## src/rtl/mc_cpu_pkg.sv

```systemverilog
`default_nettype none
`timescale 1ns/1ps
// ============================================================================
// mc_cpu_pkg : shared encodings for the multicycle MIPS-subset controller
// Rev 1.0
// ============================================================================
package mc_cpu_pkg;

    localparam logic [5:0] OP_R     = 6'h00;
    localparam logic [5:0] OP_J     = 6'h02;
    localparam logic [5:0] OP_BEQ   = 6'h04;
    localparam logic [5:0] OP_BNE   = 6'h05;
    localparam logic [5:0] OP_ADDI  = 6'h08;
    localparam logic [5:0] OP_ADDIU = 6'h09;
    localparam logic [5:0] OP_SLTI  = 6'h0A;
    localparam logic [5:0] OP_ANDI  = 6'h0C;
    localparam logic [5:0] OP_ORI   = 6'h0D;
    localparam logic [5:0] OP_XORI  = 6'h0E;
    localparam logic [5:0] OP_LW    = 6'h23;
    localparam logic [5:0] OP_SW    = 6'h2B;

    localparam logic [5:0] FN_JR    = 6'h08;

    localparam logic [5:0] ALU_SLL  = 6'h00;
    localparam logic [5:0] ALU_SRL  = 6'h02;
    localparam logic [5:0] ALU_SRA  = 6'h03;
    localparam logic [5:0] ALU_ADD  = 6'h20;
    localparam logic [5:0] ALU_SUB  = 6'h22;
    localparam logic [5:0] ALU_AND  = 6'h24;
    localparam logic [5:0] ALU_OR   = 6'h25;
    localparam logic [5:0] ALU_XOR  = 6'h26;
    localparam logic [5:0] ALU_NOR  = 6'h27;
    localparam logic [5:0] ALU_SLT  = 6'h2A;

    localparam logic [1:0] PC_ALU    = 2'd0;
    localparam logic [1:0] PC_ALUOUT = 2'd1;
    localparam logic [1:0] PC_JUMP   = 2'd2;
    localparam logic [1:0] PC_REGA   = 2'd3;

    localparam logic [1:0] SRCA_PC    = 2'd0;
    localparam logic [1:0] SRCA_REGA  = 2'd1;
    localparam logic [1:0] SRCA_SHAMT = 2'd2;

    localparam logic [2:0] SRCB_REGB    = 3'd0;
    localparam logic [2:0] SRCB_FOUR    = 3'd1;
    localparam logic [2:0] SRCB_SEXT    = 3'd2;
    localparam logic [2:0] SRCB_SEXT_SH = 3'd3;
    localparam logic [2:0] SRCB_ZEXT    = 3'd4;

    typedef enum logic [3:0] {
        S_RESET    = 4'd0,
        S_FETCH    = 4'd1,
        S_DECODE   = 4'd2,
        S_R_EXEC   = 4'd3,
        S_R_WB     = 4'd4,
        S_I_EXEC   = 4'd5,
        S_I_WB     = 4'd6,
        S_MEM_ADDR = 4'd7,
        S_MEM_RD   = 4'd8,
        S_MEM_WR   = 4'd9,
        S_MEM_WB   = 4'd10,
        S_BRANCH   = 4'd11,
        S_JUMP     = 4'd12,
        S_JR       = 4'd13,
        S_TRAP     = 4'd14
    } state_t;

    // Shifts take their first operand from the shamt field, not from rs.
    function automatic logic is_shift(input logic [5:0] fn);
        return (fn == ALU_SLL) || (fn == ALU_SRL) || (fn == ALU_SRA);
    endfunction

    function automatic logic r_alu_legal(input logic [5:0] fn);
        case (fn)
            ALU_SLL, ALU_SRL, ALU_SRA, ALU_ADD, ALU_SUB,
            ALU_AND, ALU_OR, ALU_XOR, ALU_NOR, ALU_SLT: return 1'b1;
            default:                                    return 1'b0;
        endcase
    endfunction

endpackage
`default_nettype wire

```

## src/rtl/mc_alu_decode.sv

```systemverilog
`default_nettype none
`timescale 1ns/1ps
// ============================================================================
// mc_alu_decode : {state, opcode, funct} -> ALU function, operand selects, legality
// Rev 1.0
// ============================================================================
module mc_alu_decode
    import mc_cpu_pkg::*;
(
    input  logic [3:0] state_i,
    input  logic [5:0] opcode_i,
    input  logic [5:0] funct_i,
    output logic [5:0] alu_func_o,
    output logic [1:0] alu_src_a_o,
    output logic [2:0] alu_src_b_o,
    output logic       legal_o
);

    always_comb begin
        legal_o = 1'b0;
        case (opcode_i)
            OP_R:    legal_o = r_alu_legal(funct_i) || (funct_i == FN_JR);
            OP_J, OP_BEQ, OP_BNE, OP_ADDI, OP_ADDIU, OP_SLTI,
            OP_ANDI, OP_ORI, OP_XORI, OP_LW, OP_SW:
                     legal_o = 1'b1;
            default: legal_o = 1'b0;
        endcase
    end

    always_comb begin
        alu_func_o  = '0;
        alu_src_a_o = SRCA_PC;
        alu_src_b_o = SRCB_REGB;
        case (state_t'(state_i))
            S_FETCH: begin
                alu_func_o  = ALU_ADD;
                alu_src_b_o = SRCB_FOUR;
            end
            S_DECODE: begin
                alu_func_o  = ALU_ADD;
                alu_src_b_o = SRCB_SEXT_SH;
            end
            S_R_EXEC: begin
                alu_func_o  = funct_i;
                alu_src_a_o = is_shift(funct_i) ? SRCA_SHAMT : SRCA_REGA;
            end
            S_I_EXEC: begin
                alu_src_a_o = SRCA_REGA;
                case (opcode_i)
                    OP_SLTI: begin
                        alu_func_o  = ALU_SLT;
                        alu_src_b_o = SRCB_SEXT;
                    end
                    OP_ANDI: begin
                        alu_func_o  = ALU_AND;
                        alu_src_b_o = SRCB_ZEXT;
                    end
                    OP_ORI: begin
                        alu_func_o  = ALU_OR;
                        alu_src_b_o = SRCB_ZEXT;
                    end
                    OP_XORI: begin
                        alu_func_o  = ALU_XOR;
                        alu_src_b_o = SRCB_ZEXT;
                    end
                    default: begin
                        alu_func_o  = ALU_ADD;
                        alu_src_b_o = SRCB_SEXT;
                    end
                endcase
            end
            S_MEM_ADDR: begin
                alu_func_o  = ALU_ADD;
                alu_src_a_o = SRCA_REGA;
                alu_src_b_o = SRCB_SEXT;
            end
            S_BRANCH: begin
                alu_func_o  = ALU_SUB;
                alu_src_a_o = SRCA_REGA;
            end
            default: ;
        endcase
    end

endmodule
`default_nettype wire

```

## src/rtl/mc_cpu_ctrl.sv

```systemverilog
`default_nettype none
`timescale 1ns/1ps
// ============================================================================
// mc_cpu_ctrl : multicycle MIPS-subset control FSM (optional MC_CTRL_PERF_EN counters)
// Rev 1.0
// ============================================================================
module mc_cpu_ctrl
    import mc_cpu_pkg::*;
#(
    parameter int PERF_W = 32
) (
    input  logic       clk,
    input  logic       rst_n,
    input  logic [5:0] opcode,
    input  logic [5:0] funct,
    input  logic       alu_zero,
    input  logic       mem_ack,
    output logic       mem_req,
    output logic       mem_we,
    output logic       iord,
    output logic       ir_we,
    output logic       mdr_we,
    output logic       pc_we,
    output logic [1:0] pc_src,
    output logic [1:0] alu_src_a,
    output logic [2:0] alu_src_b,
    output logic [5:0] alu_func,
    output logic       reg_we,
    output logic       reg_dst,
    output logic       mem_to_reg,
    output logic       halt
`ifdef MC_CTRL_PERF_EN
    ,
    output logic [PERF_W-1:0] cyc_cnt,
    output logic [PERF_W-1:0] instr_cnt
`endif
);

    state_t state_q;
    state_t state_d;
    logic   w_legal;

    mc_alu_decode u_alu_decode (
        .state_i     (state_q),
        .opcode_i    (opcode),
        .funct_i     (funct),
        .alu_func_o  (alu_func),
        .alu_src_a_o (alu_src_a),
        .alu_src_b_o (alu_src_b),
        .legal_o     (w_legal)
    );

    always_comb begin
        state_d = state_q;
        case (state_q)
            S_RESET:  state_d = S_FETCH;
            S_FETCH:  if (mem_ack) state_d = S_DECODE;
            S_DECODE: begin
                if (!w_legal) begin
                    state_d = S_TRAP;
                end else begin
                    case (opcode)
                        OP_LW, OP_SW:   state_d = S_MEM_ADDR;
                        OP_R:           state_d = (funct == FN_JR) ? S_JR : S_R_EXEC;
                        OP_BEQ, OP_BNE: state_d = S_BRANCH;
                        OP_J:           state_d = S_JUMP;
                        default:        state_d = S_I_EXEC;
                    endcase
                end
            end
            S_R_EXEC:   state_d = S_R_WB;
            S_I_EXEC:   state_d = S_I_WB;
            S_MEM_ADDR: state_d = (opcode == OP_LW) ? S_MEM_RD : S_MEM_WR;
            S_MEM_RD:   if (mem_ack) state_d = S_MEM_WB;
            S_MEM_WR:   if (mem_ack) state_d = S_FETCH;
            S_R_WB, S_I_WB, S_MEM_WB, S_BRANCH, S_JUMP, S_JR:
                        state_d = S_FETCH;
            S_TRAP:     state_d = S_TRAP;
            default:    state_d = S_RESET;
        endcase
    end

    // Async reset forces RESET at once so mem_req drops the same instant.
    always_ff @(posedge clk or negedge rst_n) begin
        if (!rst_n) begin
            state_q <= S_RESET;
        end else begin
            state_q <= state_d;
        end
    end

    always_comb begin
        mem_req    = 1'b0;
        mem_we     = 1'b0;
        iord       = 1'b0;
        ir_we      = 1'b0;
        mdr_we     = 1'b0;
        pc_we      = 1'b0;
        pc_src     = PC_ALU;
        reg_we     = 1'b0;
        reg_dst    = 1'b0;
        mem_to_reg = 1'b0;
        halt       = 1'b0;
        case (state_q)
            S_FETCH: begin
                mem_req = 1'b1;
                ir_we   = mem_ack;
                pc_we   = mem_ack;
            end
            S_R_WB: begin
                reg_we  = 1'b1;
                reg_dst = 1'b1;
            end
            S_I_WB: reg_we = 1'b1;
            S_MEM_RD: begin
                mem_req = 1'b1;
                iord    = 1'b1;
                mdr_we  = mem_ack;
            end
            S_MEM_WR: begin
                mem_req = 1'b1;
                mem_we  = 1'b1;
                iord    = 1'b1;
            end
            S_MEM_WB: begin
                reg_we     = 1'b1;
                mem_to_reg = 1'b1;
            end
            S_BRANCH: begin
                pc_src = PC_ALUOUT;
                pc_we  = (opcode == OP_BEQ) ? alu_zero : !alu_zero;
            end
            S_JUMP: begin
                pc_we  = 1'b1;
                pc_src = PC_JUMP;
            end
            S_JR: begin
                pc_we  = 1'b1;
                pc_src = PC_REGA;
            end
            S_TRAP:  halt = 1'b1;
            default: ;
        endcase
    end

`ifdef MC_CTRL_PERF_EN
    logic [PERF_W-1:0] cyc_q;
    logic [PERF_W-1:0] instr_q;
    logic              w_instr_done;

    // An instruction retires on any entry to FETCH except the one out of RESET.
    assign w_instr_done = (state_d == S_FETCH) && (state_q != S_FETCH) && (state_q != S_RESET);

    always_ff @(posedge clk or negedge rst_n) begin
        if (!rst_n) begin
            cyc_q   <= '0;
            instr_q <= '0;
        end else begin
            if (state_q != S_RESET && state_q != S_TRAP) begin
                cyc_q <= cyc_q + 1'b1;
            end
            if (w_instr_done) begin
                instr_q <= instr_q + 1'b1;
            end
        end
    end

    assign cyc_cnt   = cyc_q;
    assign instr_cnt = instr_q;
`else
    logic [PERF_W-1:0] w_unused_perf;
    assign w_unused_perf = '0;
`endif

endmodule
`default_nettype wire

```

## config.mk

```make
export PLATFORM = sky130hd
export DESIGN_NAME = mc_cpu_ctrl
export DESIGN_NICKNAME = d
export VERILOG_FILES = /design/src/rtl/mc_cpu_pkg.sv /design/src/rtl/mc_alu_decode.sv /design/src/rtl/mc_cpu_ctrl.sv
export SDC_FILE = /design/constraint.sdc
export NUM_CORES = 1
export LEC_CHECK = 0
export CAP_MARGIN = 20
export CORE_MARGIN = 8
export CORE_UTILIZATION = 37
export CTS_CLUSTER_DIAMETER = 100
export CTS_CLUSTER_SIZE = 20
export DETAILED_ROUTE_END_ITERATION = 8
export GPL_TIMING_DRIVEN = 0
export PLACE_DENSITY = 0.77
export SLEW_MARGIN = 20
export SYNTH_ARGS = -nofsm -noshare
export SYNTH_HDL_FRONTEND = slang
export SYNTH_SLANG_ARGS = --single-unit
```

## constraint.sdc

```tcl
create_clock -name clk -period 1.69 [get_ports clk]
set_clock_uncertainty 0.05 [all_clocks]
set_input_delay 0.338 -clock clk [delete_from_list [all_inputs] [get_ports clk]]
set_output_delay 0.338 -clock clk [all_outputs]
set_load 0.01 [all_outputs]
```

# Yosys cells after proc, flatten, opt, wreduce, memory -nomap -nowiden
# Index checks and enable logic that the tools add are counted.
word_totals:
  ff_bits: 4
  out_inout_bits: 23
op_classes:
  eq_ne: 38
  mux: 29
  n_reduce_logical: 20
op_table:
  columns: ["operator", "n"]
  rows:
  - ["$eq 6x6->1 const B", 9]
  - ["$eq 6x4->1 const B", 7]
  - ["$pmux 4 s9", 1]
  - ["$pmux 4 s4", 2]
  - ["$eq 4x4->1 const B", 7]
  - ["$pmux 6 s4", 1]
  - ["$mux 4", 5]
  - ["$eq 6x2->1 const B", 3]
  - ["$eq 4x3->1 const B", 4]
  - ["$reduce_or 3->1", 5]
  - ["$mux 1", 13]
  - ["$eq 6x3->1 const B", 2]
  - ["$logic_not 6->1", 2]
  - ["$pmux 3 s4", 1]
  - ["$reduce_or 11->1", 1]
  - ["$reduce_or 10->1", 1]
  - ["$eq 4x2->1 const B", 2]
  - ["$reduce_or 2->1", 4]
  - ["$reduce_or 7->1", 1]
  - ["$ne 2x2->1 const B", 3]
  - ["$pmux 2 s3", 1]
  - ["$eq 4x1->1 const B", 1]
  - ["$logic_not 4->1", 1]
  - ["$pmux 2 s2", 1]
  - ["7 further kinds", 9]

# Depth between registers and ports, before layout
depth:
  ltp_word: 8
  depth_mapped: 6
  ltp_nobuf: 5

# By module
# From an unflattened synthesis, not the netlist that was laid out.
unflattened:
  hier_cells: 127
  area_unflattened_um2: 837.1
modules_own_cells:
  columns: ["module", "instances", "cells_each", "area_each_um2", "seq_area_each_um2"]
  rows:
  - ["mc_cpu_ctrl", 1, 77, 546.8, 100.1]
  - ["mc_alu_decode", 1, 50, 290.3, 0.0]

# Worst setup path before layout
# No wires, ideal clock.
synth_timing:
  kind: "reg2out"
  start: "register state_q[2]"
  end: "output port pc_we"
  arrival_time_ps: 1432
  required_time_ps: 1302
  path_slack_ps: -130
  stages_incl_launch_ff: 4
  n_path_buf: 1
  path_cell_list: "dfrtp_1 clkbuf_1 nor4b_1 a311o_1"
synth_between:
  elab_chain_cells: 3
  elab_cells_between_ends: 6
  classes_between: "eq/ne: 4; mux: 1; reduce/logical: 1"
synth_rtl:
  columns: ["element", "line", "source"]
  rows:
  - ["start, declared", "mc_cpu_ctrl.sv:39", "state_t state_q;"]
  - ["start signal, assigned", "mc_cpu_ctrl.sv:88", "state_q <= state_d;"]
  - ["$eq 4x4->1", "mc_cpu_ctrl.sv:104", "case (state_q)"]
  - ["$reduce_or 2->1 (no line)", null, null]
  - ["$pmux 1 s3 *", "mc_cpu_ctrl.sv:104", null]
  - ["end, declared", "mc_cpu_ctrl.sv:23", "output logic pc_we,"]
# Mark *: on every way between the ends. The rest lies on a longest branch, timed or not.

# Worst setup path after layout
layout_timing:
  start: "input port opcode[3]"
  end: "output port pc_we"
layout_between:
  elab_chain_cells: 3
layout_rtl:
  columns: ["element", "line", "source"]
  rows:
  - ["start, declared", "mc_cpu_ctrl.sv:14", "input logic [5:0] opcode,"]
  - ["$eq 6x3->1", "mc_cpu_ctrl.sv:131", "pc_we = (opcode == OP_BEQ) ? alu_zero : !alu_zero;"]
  - ["$mux 1", "mc_cpu_ctrl.sv:131", null]
  - ["$pmux 1 s3", "mc_cpu_ctrl.sv:104", null]
# Every way passes these cells.

==> qor.csv <==
stage;metric;value;unit
status;status;finished, violations left;
status;violations;setup timing;
die;fp.dieW;63.0;µm
synthesis;synthFlopType;dfrtp_1;
worst_setup_path;worstPathMaxFanout;2;
worst_setup_path;timing.setup.critical_path_class;primary input to output pin;
sta;slew_headroom;74.2;%
layout;num_antenna_cells;0;
route;wl_per_cell;22.0;µm
sta;worst_pin_slew;0.387;ns
global_routing;grt_overflow;0;
worst_setup_path;critPathRequiredTime;1.30;ns
sta;setup_slack;-0.350;ns
sta;drv_slew;0;
worst_setup_path;crit_path_start_kind;primary input;
layout;syn_to_final_growth;111;%
layout;largest_register_ffs;4;
power_and_ir_drop;p_leak;0.000777;µW
synthesis;yosys_warnings;0;
global_routing;antenna_found_initial;0;
layout;top_regs;state_q (4);
place;pre_cts_ws;-1.13;ns
route;first_pass_iters;5;
cts;cts.sinks;4;
place;port_buffers;36;
die;ios;39;
synthesis;synth_edf_count;0;
cts;cts_made_buffers;3;
route;vias;1423;
cts;tritoncts;yes;
synthesis;synthArstFlopShare;100;%
route;wl_met1;1880;µm
cts;clk_latency;0.25;ns
layout;layout.nets;216;
die;dieArea;0.00396;mm²
layout;top_register;state_q;
sta;hold_viol;0;
sta;rsz0062_at_grt;yes;
global_routing;grt_pass1_wl;6670;µm
power_and_ir_drop;powerDensity;1540;mW/mm²
synthesis;synthesis.area;816;µm²
place;dp_cells;188;
die;die_y;63.0;µm
synthesis;netlist_instances;124;
route;drtIter0Drc;142;
route;wl_met3;419;µm
worst_setup_path;worstPathArrival;1.65;ns
die;core;0.00215;mm²
place;gp_congestion;0.956;
global_routing;grt_pass1_vias;1352;
worst_setup_path;endpoint_kind;output pin;
worst_setup_path;r2r_slack;-0.02;ns
route;avgViaCountPerCell;6.30;
route;drt-total-wl;4980;µm
cts;h-tree-depth;1;
sta;max_freq;0.490;GHz
route;route.detailed.drc;0;
route;drtAntennaViolNets;0;
cts;cts.reportedPaths.clkPinSlew;0.04;ns
layout;instances_no_fill;226;
synthesis;synth_cell_types;45;
die;rows;17;
global_routing;grt_max_degree;11;
sta;fin_crit;2.04;ns
cts;cts-hold-fix-buffers;0;
cts;cts_root_buf;clkbuf_4;
sta;period_share;121;%
power_and_ir_drop;ir_drop;0.00130;V
global_routing;grt.total_usage;19.9;%
cts;clock_path_buffers;2;
die;start_util;38.0;%
job;drv_cap;0;
sta;final-setup-viol-count;19;
route;met2WireLength;2380;µm
synthesis;synth_nets;140;
min_path;hold_path_class;primary input to async pin;
layout;drive_gt1_share;61.1;%
synthesis;ys_seq_area_share;12.3;%
place;place_hpwl;2410;µm
synthesis;synth_seq_cells;4;
synthesis;syn_area_per_cell;6.58;µm²
route;highest_layer;met4;
[synth_stat cells, types with 2 or more instances]
cell / instances / area, µm²
nor2_1: 23 / 86.3
nand2_1: 9 / 33.8
nor3_1: 8 / 40.0
nor2b_1: 7 / 43.8
o21ai_0: 7 / 35.0
a21oi_1: 6 / 30.0
nand2b_1: 6 / 37.5
clkbuf_1: 4 / 15.0
dfrtp_1: 4 / 100
nand3_1: 4 / 20.0
a31oi_1: 3 / 18.8
a21boi_0: 2 / 15.0
a22o_1: 2 / 17.5
and3_1: 2 / 12.5
buf_2: 2 / 10.0
inv_1: 2 / 7.51
nor3b_1: 2 / 15.0
nor4_1: 2 / 12.5
or2_2: 2 / 12.5
xor2_1: 2 / 17.5
[logic make-up (layout without fill, tap and decap cells)]
logic type | count (synthesis) | after routing | share of synthesized area, %
mux | 1 | 1 | 1.38
xor+xnor | 2 | 2 | 2.15
simple gates | 72 | 72 | 47.5
compound gates | 36 | 36 | 32.1
flops | 4 | 4 | 12.3
buf+inv | 9 | 83 | 4.60
[final timing paths]
| path | cells after the start | endpoint | from |
|---|---|---|---|
| max in group asynchronous | 1 | state_q[0]$_DFFE_PN0P_ | rst_n |
| min in group clk | 3 | state_q[1]$_DFFE_PN0P_ | opcode[4] |
| max | 7 | pc_we | opcode[3] |
| min reg2reg | 2 | state_q[2]$_DFFE_PN0P_ | state_q[3]$_DFFE_PN0P_ |
| max reg2reg | 7 | state_q[0]$_DFFE_PN0P_ | state_q[3]$_DFFE_PN0P_ |
| min | 1 | state_q[1]$_DFFE_PN0P_ | rst_n |
[layout make-up]
cell class | instances | area, µm²
multi-input combinational | 111 | 891
timing repair buffer | 71 | 576
clock buffer | 3 | 22.5
fill | 127 | 425
buffer | 7 | 87.6
tap | 28 | 35.0
sequential | 4 | 104
inverter | 2 | 7.51
[report_power, final]
part	internal (µW)	switching [µW]	leakage [µW]
Combinational	1150	1140	0.000716
Sequential	145	88.4	0.0000465
Clock	79.9	47.0	0.0000138
[per-layer routing]
| layer | up-vias | global-route usage, % |
|---|---|---|
| met3 | 33 | 4.12 |
| met2 | 109 | 36.9 |
| met5 | - | 0 |
| li1 | 611 | - |
| met4 | 0 | 5.70 |
| met1 | 670 | 21.8 |
[cells in the final DEF, fill, tap and decap left out, types with 4 or more instances in the layout]
| master | instances |
|---|---|
| buf_4 | 24 |
| buf_2 | 21 |
| nor2_1 | 16 |
| buf_6 | 11 |
| nand2_1 | 6 |
| buf_8 | 4 |
| nand2_2 | 4 |
| a21oi_1 | 4 |
| nand2b_4 | 4 |
| clkbuf_2 | 4 |
| nor2_4 | 4 |
| o21ai_0 | 4 |
[through the flow]
stage | setup TNS [ns] | total power, µW | utilization, % | area (µm²) | hold slack (ns)
floorplan | -0.0781 | 911 | - | 828 | -0.00759
global placement | -13.29 | 1420 | 57.0 | 1220 | 0.492
detailed placement | -14.13 | 1440 | 57.0 | 1220 | 0.497
CTS | -1.80 | 2140 | 72.6 | 1560 | 0.244
global route | -4.00 | 2760 | 80.2 | 1720 | 0.256
finish | -3.14 | 2650 | 80.2 | 1720 | 0.241
[worst max-delay path, stage by stage]
cell and delay (ns):
buf_8 0.09, or3_4 0.41, nor2_8 0.13, nand2_2 0.06, xor2_1 0.17, a311o_1 0.30, buf_2 0.16
[repair_timing]
action	CTS	global route
pin swaps	18	11
resized for setup	178	37
endpoints found under the setup margin	27	27
cloned	1	0
buffers inserted	24	10
Note: power is estimated with default switching activity, not from simulation.
